**config.mk**
```make
export PLATFORM = sky130hd
export DESIGN_NAME = axi_master_mux
export DESIGN_NICKNAME = d
export VERILOG_FILES = /design/src/rtl/axi_mux_pkg.sv /design/src/rtl/axi_mux_arb.sv /design/src/rtl/axi_master_mux.sv
export SDC_FILE = /design/constraint.sdc
export NUM_CORES = 1
export LEC_CHECK = 0
export CAP_MARGIN = 20
export CORE_AREA = 4 4 270 272
export DETAILED_ROUTE_END_ITERATION = 10
export DIE_AREA = 0 0 274 276
export PLACE_DENSITY = 0.32
export REMOVE_ABC_BUFFERS = 1
export SLEW_MARGIN = 20
export SYNTH_ARGS = -nofsm -noshare
export SYNTH_HDL_FRONTEND = slang
export SYNTH_HIERARCHICAL = 1
export SYNTH_SLANG_ARGS = --single-unit
```
**constraint.sdc**
```tcl
create_clock -name clock -period 3.65 [get_ports clock]
set_input_delay 0.5475 -clock clock [delete_from_list [all_inputs] [get_ports clock]]
set_output_delay 0.5475 -clock clock [all_outputs]
set_load 0.03 [all_outputs]
```
**src/rtl/axi_mux_pkg.sv**
```systemverilog
// Shared types and constants for the AXI master multiplexer.
package axi_mux_pkg;

  typedef enum logic [2:0] {
    StIdle,
    StAr,
    StR,
    StAw,
    StW,
    StB
  } state_e;

  localparam logic [1:0] BURST_INCR  = 2'b01;
  localparam logic [1:0] RESP_OKAY   = 2'b00;
  localparam logic [1:0] RESP_EXOKAY = 2'b01;
  localparam logic [1:0] RESP_SLVERR = 2'b10;
  localparam logic [1:0] RESP_DECERR = 2'b11;

  // Width of an index able to name any of n clients (at least one bit).
  function automatic int unsigned idx_width(input int unsigned n);
    return (n > 1) ? $clog2(n) : 1;
  endfunction

endpackage

```
**src/rtl/axi_mux_arb.sv**
```systemverilog
// N-way arbiter: round-robin starting at ptr_i by default, or fixed lowest-index-wins priority
// when AXI_MUX_FIXED_PRIO_EN is defined (ptr_i is then ignored).
module axi_mux_arb
  import axi_mux_pkg::*;
#(
  parameter int unsigned N  = 3,
  parameter int unsigned IW = idx_width(N)
) (
  input  logic [N-1:0]  req_i,
  input  logic [IW-1:0] ptr_i,
  output logic [N-1:0]  gnt_o,
  output logic [IW-1:0] gnt_idx_o
);

`ifdef AXI_MUX_FIXED_PRIO_EN
  // Scan downwards so the lowest requesting index is the last (winning) assignment.
  always_comb begin
    gnt_o     = '0;
    gnt_idx_o = '0;
    for (int i = int'(N) - 1; i >= 0; i--) begin
      if (req_i[i]) begin
        gnt_o     = '0;
        gnt_o[i]  = 1'b1;
        gnt_idx_o = IW'(i);
      end
    end
  end
`else
  int   cand;
  logic found;

  // Walk the clients starting at ptr_i, wrapping once; first requester wins.
  always_comb begin
    gnt_o     = '0;
    gnt_idx_o = '0;
    found     = 1'b0;
    cand      = 0;
    for (int k = 0; k < int'(N); k++) begin
      cand = int'(ptr_i) + k;
      if (cand >= int'(N)) cand = cand - int'(N);
      if (!found && req_i[cand]) begin
        found        = 1'b1;
        gnt_o[cand]  = 1'b1;
        gnt_idx_o    = IW'(cand);
      end
    end
  end
`endif

endmodule

```
**src/rtl/axi_master_mux.sv**
```systemverilog
// N-client to single AXI4 master multiplexer, one transaction in flight.
// Define AXI_MUX_FIXED_PRIO_EN for fixed (lowest index) priority instead of round-robin.
module axi_master_mux
  import axi_mux_pkg::*;
#(
  parameter int unsigned N_CLIENT = 3,
  parameter int unsigned DATA_W   = 64,
  parameter int unsigned ID_W     = 1
) (
  input  logic                         clock,
  input  logic                         reset,
  // Client request
  input  logic [N_CLIENT-1:0]          req_valid,
  output logic [N_CLIENT-1:0]          req_ready,
  input  logic [N_CLIENT-1:0]          req_write,
  input  logic [32*N_CLIENT-1:0]       req_addr,
  input  logic [8*N_CLIENT-1:0]        req_len,
  input  logic [3*N_CLIENT-1:0]        req_size,
  // Client write data
  input  logic [N_CLIENT-1:0]          wd_valid,
  output logic [N_CLIENT-1:0]          wd_ready,
  input  logic [N_CLIENT-1:0]          wd_last,
  input  logic [N_CLIENT*DATA_W-1:0]   wd_data,
  input  logic [N_CLIENT*DATA_W/8-1:0] wd_strb,
  // Client response
  output logic [N_CLIENT-1:0]          rsp_valid,
  input  logic [N_CLIENT-1:0]          rsp_ready,
  output logic [DATA_W-1:0]            rsp_data,
  output logic                         rsp_last,
  output logic                         rsp_err,
  // AXI write address
  output logic [ID_W-1:0]              awid,
  output logic [31:0]                  awaddr,
  output logic [7:0]                   awlen,
  output logic [2:0]                   awsize,
  output logic [1:0]                   awburst,
  output logic                         awlock,
  output logic [3:0]                   awcache,
  output logic [2:0]                   awprot,
  output logic [3:0]                   awqos,
  output logic                         awuser,
  output logic                         awvalid,
  input  logic                         awready,
  // AXI write data
  output logic [DATA_W-1:0]            wdata,
  output logic [DATA_W/8-1:0]          wstrb,
  output logic                         wlast,
  output logic                         wvalid,
  input  logic                         wready,
  // AXI write response
  input  logic [1:0]                   bresp,
  input  logic                         bvalid,
  output logic                         bready,
  // AXI read address
  output logic [ID_W-1:0]              arid,
  output logic [31:0]                  araddr,
  output logic [7:0]                   arlen,
  output logic [2:0]                   arsize,
  output logic [1:0]                   arburst,
  output logic                         arlock,
  output logic [3:0]                   arcache,
  output logic [2:0]                   arprot,
  output logic [3:0]                   arqos,
  output logic                         aruser,
  output logic                         arvalid,
  input  logic                         arready,
  // AXI read data
  input  logic [DATA_W-1:0]            rdata,
  input  logic [1:0]                   rresp,
  input  logic                         rlast,
  input  logic                         rvalid,
  output logic                         rready
);

  localparam int unsigned IW     = idx_width(N_CLIENT);
  localparam int unsigned STRB_W = DATA_W / 8;

  state_e              state_q, state_d;
  logic [IW-1:0]       owner_q, rr_ptr_q, rr_ptr_d;
  logic [31:0]         addr_q;
  logic [7:0]          len_q;
  logic [2:0]          size_q;

  logic [N_CLIENT-1:0] gnt;
  logic [IW-1:0]       gnt_idx;
  logic                grant_fire;
  logic [31:0]         sel_addr;
  logic [7:0]          sel_len;
  logic [2:0]          sel_size;
  logic                sel_write;

  logic [N_CLIENT-1:0] owner_oh;
  logic                own_rsp_ready, own_wd_valid, own_wd_last;
  logic [DATA_W-1:0]   own_wd_data;
  logic [STRB_W-1:0]   own_wd_strb;

  axi_mux_arb #(
    .N  (N_CLIENT),
    .IW (IW)
  ) u_arb (
    .req_i     (req_valid),
    .ptr_i     (rr_ptr_q),
    .gnt_o     (gnt),
    .gnt_idx_o (gnt_idx)
  );

  assign grant_fire = (state_q == StIdle) && (|req_valid);
  assign rr_ptr_d   = (gnt_idx == IW'(N_CLIENT - 1)) ? '0 : gnt_idx + IW'(1);

  // Pick the granted client's request fields (grant is one-hot).
  always_comb begin
    sel_addr  = '0;
    sel_len   = '0;
    sel_size  = '0;
    sel_write = 1'b0;
    for (int i = 0; i < int'(N_CLIENT); i++) begin
      if (gnt[i]) begin
        sel_addr  = req_addr[i*32 +: 32];
        sel_len   = req_len[i*8 +: 8];
        sel_size  = req_size[i*3 +: 3];
        sel_write = req_write[i];
      end
    end
  end

  // Route the owning client's inputs onto internal buses.
  always_comb begin
    owner_oh      = '0;
    own_rsp_ready = 1'b0;
    own_wd_valid  = 1'b0;
    own_wd_last   = 1'b0;
    own_wd_data   = '0;
    own_wd_strb   = '0;
    for (int i = 0; i < int'(N_CLIENT); i++) begin
      if (owner_q == IW'(i)) begin
        owner_oh[i]   = 1'b1;
        own_rsp_ready = rsp_ready[i];
        own_wd_valid  = wd_valid[i];
        own_wd_last   = wd_last[i];
        own_wd_data   = wd_data[i*DATA_W +: DATA_W];
        own_wd_strb   = wd_strb[i*STRB_W +: STRB_W];
      end
    end
  end

  // State, latched request and round-robin pointer.
  always_ff @(posedge clock or negedge reset) begin
    if (!reset) begin
      state_q  <= StIdle;
      owner_q  <= '0;
      addr_q   <= '0;
      len_q    <= '0;
      size_q   <= '0;
      rr_ptr_q <= '0;
    end else begin
      state_q <= state_d;
      if (grant_fire) begin
        owner_q  <= gnt_idx;
        addr_q   <= sel_addr;
        len_q    <= sel_len;
        size_q   <= sel_size;
        rr_ptr_q <= rr_ptr_d;
      end
    end
  end

  // Next-state and handshake outputs.
  always_comb begin
    state_d   = state_q;
    req_ready = '0;
    wd_ready  = '0;
    rsp_valid = '0;
    rsp_data  = '0;
    rsp_last  = 1'b0;
    rsp_err   = 1'b0;
    awvalid   = 1'b0;
    wvalid    = 1'b0;
    wdata     = '0;
    wstrb     = '0;
    wlast     = 1'b0;
    bready    = 1'b0;
    arvalid   = 1'b0;
    rready    = 1'b0;
    unique case (state_q)
      StIdle: begin
        if (|req_valid) begin
          req_ready = gnt;
          state_d   = sel_write ? StAw : StAr;
        end
      end
      StAr: begin
        arvalid = 1'b1;
        if (arready) state_d = StR;
      end
      StR: begin
        rready    = own_rsp_ready;
        rsp_valid = owner_oh & {N_CLIENT{rvalid}};
        rsp_data  = rdata;
        rsp_last  = rlast;
        rsp_err   = rresp[1];
        if (rvalid && own_rsp_ready && rlast) state_d = StIdle;
      end
      StAw: begin
        awvalid = 1'b1;
        if (awready) state_d = StW;
      end
      StW: begin
        wvalid   = own_wd_valid;
        wd_ready = owner_oh & {N_CLIENT{wready}};
        wdata    = own_wd_data;
        wstrb    = own_wd_strb;
        wlast    = own_wd_last;
        if (own_wd_valid && wready && own_wd_last) state_d = StB;
      end
      StB: begin
        bready    = own_rsp_ready;
        rsp_valid = owner_oh & {N_CLIENT{bvalid}};
        rsp_last  = 1'b1;
        rsp_err   = bresp[1];
        if (bvalid && own_rsp_ready) state_d = StIdle;
      end
      default: state_d = StIdle;
    endcase
  end

  assign awid    = ID_W'(owner_q);
  assign awaddr  = addr_q;
  assign awlen   = len_q;
  assign awsize  = size_q;
  assign awburst = BURST_INCR;
  assign awlock  = 1'b0;
  assign awcache = '0;
  assign awprot  = '0;
  assign awqos   = '0;
  assign awuser  = 1'b0;

  assign arid    = ID_W'(owner_q);
  assign araddr  = addr_q;
  assign arlen   = len_q;
  assign arsize  = size_q;
  assign arburst = BURST_INCR;
  assign arlock  = 1'b0;
  assign arcache = '0;
  assign arprot  = '0;
  assign arqos   = '0;
  assign aruser  = 1'b0;

endmodule

```
== Yosys cells after proc, flatten, opt, wreduce, memory -nomap -nowiden ==
Index checks and enable logic that the tools add are counted.

* Output and inout bits: 271
* Word-level logic and storage cells: 137
* Register bits: 50

* Bitwise operators: 5
* Muxes and demuxes: 80
* Magnitude comparators: 9
* Equality and inequality tests: 14
* Add/sub/neg operators: 6
* Reduce and logical (&&, ||, !) cells: 17

{| class="wikitable"
|+ Operators by type and width
! kind !! number
|-
| $mux 64 || 5
|-
| $mux 32 || 6
|-
| $ge 32x1->1 const B || 3
|-
| $lt 32x4->1 const B || 3
|-
| $ge 32x3->1 const B || 2
|-
| $sub 32x3->32 const B || 2
|-
| $mux 8 || 7
|-
| $mux 3 || 15
|-
| $mux 1 || 32
|-
| $pmux 3 s6 || 1
|-
| $logic_and 1x1->1 || 11
|-
| $mux 2 || 5
|-
| $ne 2x2->1 const B || 5
|-
| $and 3x3->3 || 3
|-
| $bmux 1 s2 || 3
|-
| $demux 1 s2 || 3
|-
| $eq 3x2->1 const B || 2
|-
| $eq 3x3->1 const B || 2
|-
| $or 3x3->3 || 2
|-
| $pmux 3 s2 || 1
|-
| $reduce_and 6->1 || 1
|-
| $eq 2x2->1 const B || 2
|-
| $pmux 1 s2 || 2
|-
| $add 2x1->3 const B || 1
|-
| other kinds (11) || 12
|}

== Longest topological paths before layout ==
Gate-level depths: netlist of the first run.

* Depth after elaboration: 18
* Mapped depth: 14

== Modules after synthesis ==
Netlist of the first run, hierarchy kept.

{| class="wikitable"
|+ Modules (own cells, without submodules)
! module !! cells an instance !! seq. area each (um2) !! area an instance (um2) !! instances
|-
| axi_master_mux || 795 || 1251.2 || 5684.2 || 1
|-
| axi_mux_arb || 52 || 0.0 || 332.8 || 1
|}

== Least setup slack after synthesis of the first run ==
No wires, ideal clock.

* Path type: reg2out
* Start: register rr_ptr_q[0]
* End: output port req_ready[1]
* Setup slack: 0.889 ns
* Cell stages (with the launch flop): 11
* Arrival time: 2.214 ns
* Cells stage by stage: dfrtp_1 -> inv_1 -> ha_1 -> buf_6 -> or3b_1 -> nor2_1 -> o21ai_0 -> a21oi_1 -> buf_2 -> inv_1 -> nor2_1

* Word-level cells in the longest chain between the ends: 14
* Elaborated cells between the ends (all ways): 48
* Those cells by class: add/sub: 5; order compare: 9; mux: 25; bitwise: 2; reduce/logical: 7

{| class="wikitable"
|+ RTL lines
! what !! RTL line !! text
|-
| start: declaration || axi_master_mux.sv:79 || <nowiki>logic [IW-1:0] owner_q, rr_ptr_q, rr_ptr_d;</nowiki>
|-
| start signal: assignment || axi_master_mux.sv:162 || <nowiki>rr_ptr_q <= rr_ptr_d;</nowiki>
|-
| parallel branches: the longest is 11 deep, another holds $sub 32x3->32 || -- ||
|-
| $mux 3 * || axi_mux_arb.sv:41 || <nowiki>if (!found && req_i[cand]) begin</nowiki>
|-
| net gnt[1] || axi_master_mux.sv:84 || <nowiki>logic [N_CLIENT-1:0] gnt;</nowiki>
|-
| $mux 3 * || axi_master_mux.sv:186 || <nowiki>if (|req_valid) begin</nowiki>
|-
| $mux 3 * || axi_master_mux.sv:184 || <nowiki>unique case (state_q)</nowiki>
|-
| end: declaration || axi_master_mux.sv:14 || <nowiki>output logic [N_CLIENT-1:0] req_ready,</nowiki>
|}

Mark *: on every way through the listed nets, which the timed path passes. The select of a mux whose other input is x is not followed.

== Worst setup path after layout of the first run ==
* Start: register rr_ptr_q[1]
* End: output port req_ready[2]

The elaborated chain is that of the path after synthesis.

==> results.yml, run 1 <==
outcome:
  outcome: "complete, no violations"
clocking:
  worstSkewPairLatency_ns: 0.31
  cts-buffers-inserted: 5
  h-tree-depth: 2
  clockBufferDepth: 2
  cts_tree: "done"
  clkSinkCount: 50
  cts.reportedPaths.clkPinSlew_ns: 0.08
  root_buffer: "clkbuf_16"
  cts_setup_buffers: 0
power_and_ir_drop:
  peakVddDrop_v: 0.000307
  p_leak_nw: 5.18
  power.density_mw_per_mm2: 686
  p_total_mw: 9.66
setup_path:
  startpoint_type: "flip-flop"
  end_kind: "output port"
  critical_path_peak_fanout: 10
  required_ns: 3.10
  critPathKind: "flip-flop to output port"
  cp_data_arrival_time_ns: 2.72
  rrSetupSlack_ns: 0.66
routing:
  drc: 0
  drt-initial-drc-count: 241
  dr.pass1.iters: 4
  wl_um: 51000
  ant_nets: 0
  vias_per_cell: 3.46
  wl_per_cell_um: 21.3
  vias: 8291
die:
  core.rowCount: 98
  io_pins: 707
  die_h_um: 276
  die_area_mm2: 0.0756
  start_util: 0.0850
  die_w_um: 274
  coreArea_mm2: 0.0708
min_path:
  hold_path.class: "primary input to async pin"
logic_synthesis:
  ys.flop_type: "dfrtp_1"
  synthMuxAreaShare: 0.135
  yosysSeqAreaShare: 0.208
  synth_top_family_by_area: "compound AO/OA/AOI/OAI gates"
  synth.distinct_cells: 49
  synthSimpleGateAreaFrac: 0.236
  synth-adder-area-share: 0.00832
  synth_xor_area_frac: 0
  async_flop_share: 1.00
  ys_warn_count: 6
  synth_edf_count: 0
  synth_compound_area_frac: 0.248
  netlist_instances: 847
  syn_avg_cell_area_um2: 7.10
  ys_ff_latch: 50
  netlist_area_mm2: 0.00602
timing:
  slew_headroom: 0.469
  max_freq_ghz: 0.306
  finalMaxSlewViolations: 0
  final.setup.worst_slack_ns: 0.378
  min_period_over_period: 0.896
  hold_violations: 0
  rsz0062_at_grt: "no"
  report.final.setup_viol: 0
  fin_worst_skew_ns: 0.00720
  setup_tns_ns: 0
  worstMarginPinSlew_ns: 0.797
  finalCriticalPeriod_ns: 3.27
final_layout:
  nets: 1874
  multiInputGateArea_mm2: 0.00393
  area_delta_synth_final_pct: 134
  final_cell_mix: "clkdlybuf4s50_1 (620), nor2_1 (160), a21oi_1 (80), mux2i_1 (78), and2_1 (67)"
  seq_area_mm2: 0.00126
  drive_gt1_frac: 0.0725
  final_common_cell: "clkdlybuf4s50_1"
  fin_cells: 2393
  fillCellCount: 7950
global_routing:
  grt_max_degree: 86
  track_usage: 0.126
  gr-total-overflow: 0
  antenna_found_initial: 11
  grt_pass1_wl_um: 68800
  grt_pass1_vias: 8743
run:
  drv_cap: 0
place:
  portBuffers: 674
  dp.cells: 2377
  place_hpwl_um: 43400
  place_congestion: 0.847
  dp_slack_ns: 0.274
==> path summary, 6_finish.rpt <==
| path | start | depth (start not counted) | endpoint |
|---|---|---|---|
| max | rr_ptr_q[1] | 10 | req_ready[2] |
| min | reset | 1 | araddr[6] |
| max reg2reg | rr_ptr_q[0] | 12 | araddr[6] |
| min reg2reg | araddr[10] | 2 | araddr[10] |
| max in group asynchronous | reset | 2 | owner_q[0] |
| min in group clock | araddr[10] | 2 | araddr[10] |
==> metrics by stage <==
step                      utilization  hold slack [ns]  area, um2
after detailed placement        0.196            0.514      13900
after global routing            0.199            0.185      14100
after floorplan                     -            0.252       5190
after CTS                       0.199            0.166      14100
final                           0.199            0.165      14100
after global placement          0.196            0.507      13900
==> cells by family (layout without fill, tap and decap cells) <==
| kind of cell | after synthesis | count (layout) |
|---|---|---|
| other | 2 | 38 |
| adder cells (fa/ha/maj) | 4 | 4 |
| multiplexers | 81 | 81 |
| buffers and inverters | 161 | 721 |
| flip-flops | 50 | 50 |
| AND/OR/NAND/NOR | 309 | 309 |
| AO/OA/AOI/OAI | 240 | 240 |
==> power breakdown <==
| part | internal [mW] | switching (mW) |
|---|---|---|
| combinational | 3.27 | 4.65 |
| sequential | 0.823 | 0.315 |
| clock | 0.346 | 0.255 |
==> cell usage after synthesis (2+ instances only) <==
cell type | number | share of area
a21boi_0 | 2 | 0.0025
a21oi_1 | 81 | 0.067
a221o_1 | 41 | 0.068
a221oi_1 | 2 | 0.0029
a22oi_1 | 3 | 0.0037
a31oi_1 | 2 | 0.0021
and2_1 | 67 | 0.070
and2b_1 | 2 | 0.0025
buf_1 | 10 | 0.0062
buf_2 | 31 | 0.026
buf_4 | 79 | 0.099
buf_6 | 5 | 0.0094
clkbuf_1 | 25 | 0.016
conb_1 | 2 | 0.0012
dfrtp_1 | 50 | 0.21
ha_1 | 4 | 0.0083
inv_1 | 11 | 0.0069
mux2_1 | 2 | 0.0037
mux2i_1 | 78 | 0.13
nand2_1 | 54 | 0.034
nand2b_1 | 3 | 0.0031
nand3_1 | 4 | 0.0033
nor2_1 | 160 | 0.10
nor2b_1 | 3 | 0.0031
nor3_1 | 4 | 0.0033
nor3b_1 | 4 | 0.0050
o21ai_0 | 47 | 0.039
o21ai_1 | 47 | 0.039
o22ai_1 | 3 | 0.0031
o41ai_2 | 2 | 0.0054
==> timing repair <==
action	4_1_cts	5_1_grt
resized for setup	0	1
hold buffers	0	0
setup endpoints to repair	0	1
==> critical path, cell delays in order, from the launching register on <==
cell	delay (ns)
dfrtp_1	0.42
inv_1	0.09
ha_1	0.21
buf_4	0.18
and2b_1	0.21
a221oi_1	0.24
nor2_1	0.08
o22a_2	0.24
inv_1	0.07
nor2_1	0.05
clkdlybuf4s50_1	0.63
==> sequential cells by signal, indices dropped and copies added, names as in the netlist <==
name and cells:
araddr 32, state_q 3, rr_ptr_q 2, arsize 3, owner_q 2, arlen 8
==> cell type report <==
cell class,count,area share
Timing Repair Buffer,702,0.531
Multi-Input combinational cell,664,0.279
Sequential cell,50,0.0893
Tap cell,950,0.0844
Clock buffer,6,0.00986
Inverter,11,0.00293
Clock inverter,2,0.00275
Antenna cell,8,0.00142
==> metal layers <==
layer,up-vias,track usage,wire [um]
met4,2,0.0156,459
met1,3904,0.133,18600
met2,372,0.248,27600
met3,19,0.0421,4360
li1,3994,-,-
met5,-,0,13
(Power assumes the default switching activity.)
==> run 2, diff against run 1 <==
SLEW_MARGIN = 40   (was 20)
==> run 2 against run 1 <==
Compared with the run above: sequential share of layout area about the same; final area about the same; largest cell class unchanged; global-route usage unchanged; die area unchanged; routed wire length increased by 0.14%; critical path depth unchanged; via count about the same.
==> results.yml, run 2 (synthesis gave the netlist of run 1 again) <==
power_and_ir_drop:
  p_sw_frac: 0.540
  internal-power_mw: 4.45
  power.density_mw_per_mm2: 686
  p_seq_frac: 0.118
  clockPowerShare: 0.062
  p_leak_nw: 5.18
  comb_power_share: 0.820
  p_total_mw: 9.67
  peakVddDrop_v: 0.000308
  netSwitchingPower_mw: 5.22
min_path:
  hold_path.class: "primary input to async pin"
timing:
  finalMaxSlewViolations: 0
  final.setup.worst_slack_ns: 0.377
  report.final.setup_viol: 0
  hold_slack_ns: 0.164
  hold_violations: 0
  slew_headroom: 0.487
  worstMarginPinSlew_ns: 0.770
  max_freq_ghz: 0.306
  min_period_over_period: 0.897
  fin_worst_skew_ns: 0.00705
  finalCriticalPeriod_ns: 3.27
  setup_tns_ns: 0
  rsz0062_at_grt: "no"
final_layout:
  fin_cells: 2393
  final_common_cell: "clkdlybuf4s50_1"
  fillCellCount: 7951
  final_util: 0.199
  fin_area_mm2: 0.0141
  drive_gt1_frac: 0.0725
  nets: 1874
  largest_reg_flops: 32
  area_delta_synth_final_pct: 134
  final_cell_mix: "clkdlybuf4s50_1 (620), nor2_1 (160), a21oi_1 (80), mux2i_1 (78), and2_1 (67)"
global_routing:
  antenna_found_initial: 11
  grt_pass1_wl_um: 68800
  grt_pass1_vias: 8743
  grt_max_degree: 86
  gr-total-overflow: 0
  track_usage: 0.126
setup_path:
  required_ns: 3.10
  critical_path_peak_fanout: 10
  regToRegStartpoint: "rr_ptr_q[0]"
  startpoint_type: "flip-flop"
  r2r.worst_path.cells: 12
  critPathLaunch: "rr_ptr_q[1]"
  cp_data_arrival_time_ns: 2.73
  critPathKind: "flip-flop to output port"
  rrSetupSlack_ns: 0.66
  r2r-end: "araddr[6]"
  crit_path_end: "req_ready[2]"
  end_kind: "output port"
clocking:
  root_buffer: "clkbuf_16"
  h-tree-depth: 2
  cts_tree: "done"
  clockBufferDepth: 2
  cts.reportedPaths.clkPinSlew_ns: 0.08
  postCtsHoldBufs: 0
  cts_resized: 0
  cts-buffers-inserted: 5
  worstSkewPairLatency_ns: 0.31
  cts_setup_buffers: 0
  clkSinkCount: 50
routing:
  vias: 8292
  drc: 0
  dr.pass1.iters: 4
  wl_per_cell_um: 21.3
  vias_per_cell: 3.47
  ant_nets: 0
  wl_um: 51100
  drt-initial-drc-count: 244
run:
  drv_cap: 0
place:
  place_hpwl_um: 43400
  dp.cells: 2377
  dp_slack_ns: 0.274
  portBuffers: 674
  postPlaceCellArea_mm2: 0.0139
  place_congestion: 0.847
outcome:
  outcome: "complete, no violations"
die:
  die_h_um: 276
  io_pins: 707
  die_w_um: 274
  die_area_mm2: 0.0756
  core.rowCount: 98
  start_util: 0.0850
  coreArea_mm2: 0.0708
==> run 2: cell count changes in the layout (fill, tap and decap cells not counted) <==
| cell | previous run | this run |
|---|---|---|
| buf_4 | 28 | 27 |
| buf_6 | 0 | 1 |
==> run 2: layout make-up <==
type,count,area (um2),area share
multi-input combinational,664,3930,0.279
tap,950,1190,0.0843
clock buffer,6,139,0.00985
antenna,8,20.0,0.00142
clock inverter,2,38.8,0.00275
timing repair buffer,702,7480,0.531
inverter,11,41.3,0.00293
sequential,50,1260,0.0893
==> run 2: worst min path at each step <==
stage	end	slack, ns	cells after the start
after floorplan	araddr[0]	0.25	0
final	araddr[6]	0.16	1
after global placement	araddr[6]	0.51	1
after global routing	araddr[6]	0.18	1
after CTS	araddr[6]	0.17	1
after detailed placement	araddr[10]	0.51	2
==> run 2: critical path: stages, from the launching register on <==
cell             delay, ns
dfrtp_1               0.42
inv_1                 0.09
ha_1                  0.21
buf_4                 0.18
and2b_1               0.21
a221oi_1              0.24
nor2_1                0.08
o22a_2                0.24
inv_1                 0.07
nor2_1                0.05
clkdlybuf4s50_1       0.62
==> run 2: metal layers <==
layer,track usage,vias to the layer above,wire [um]
met5,0,-,13
met4,0.0156,2,460
met3,0.0421,19,4360
met2,0.248,370,27600
met1,0.133,3906,18600
li1,-,3995,-
==> run 2: power groups by stage <==
stage | combinational, mW | clock (mW) | sequential (mW)
after detailed placement | 8.09 | 0 | 1.15
final | 7.93 | 0.601 | 1.14
after floorplan | 3.33 | 0 | 2.06
after CTS | 8.10 | 0.643 | 1.16
after global routing | 8.56 | 0.654 | 1.18
after global placement | 8.10 | 0 | 1.15
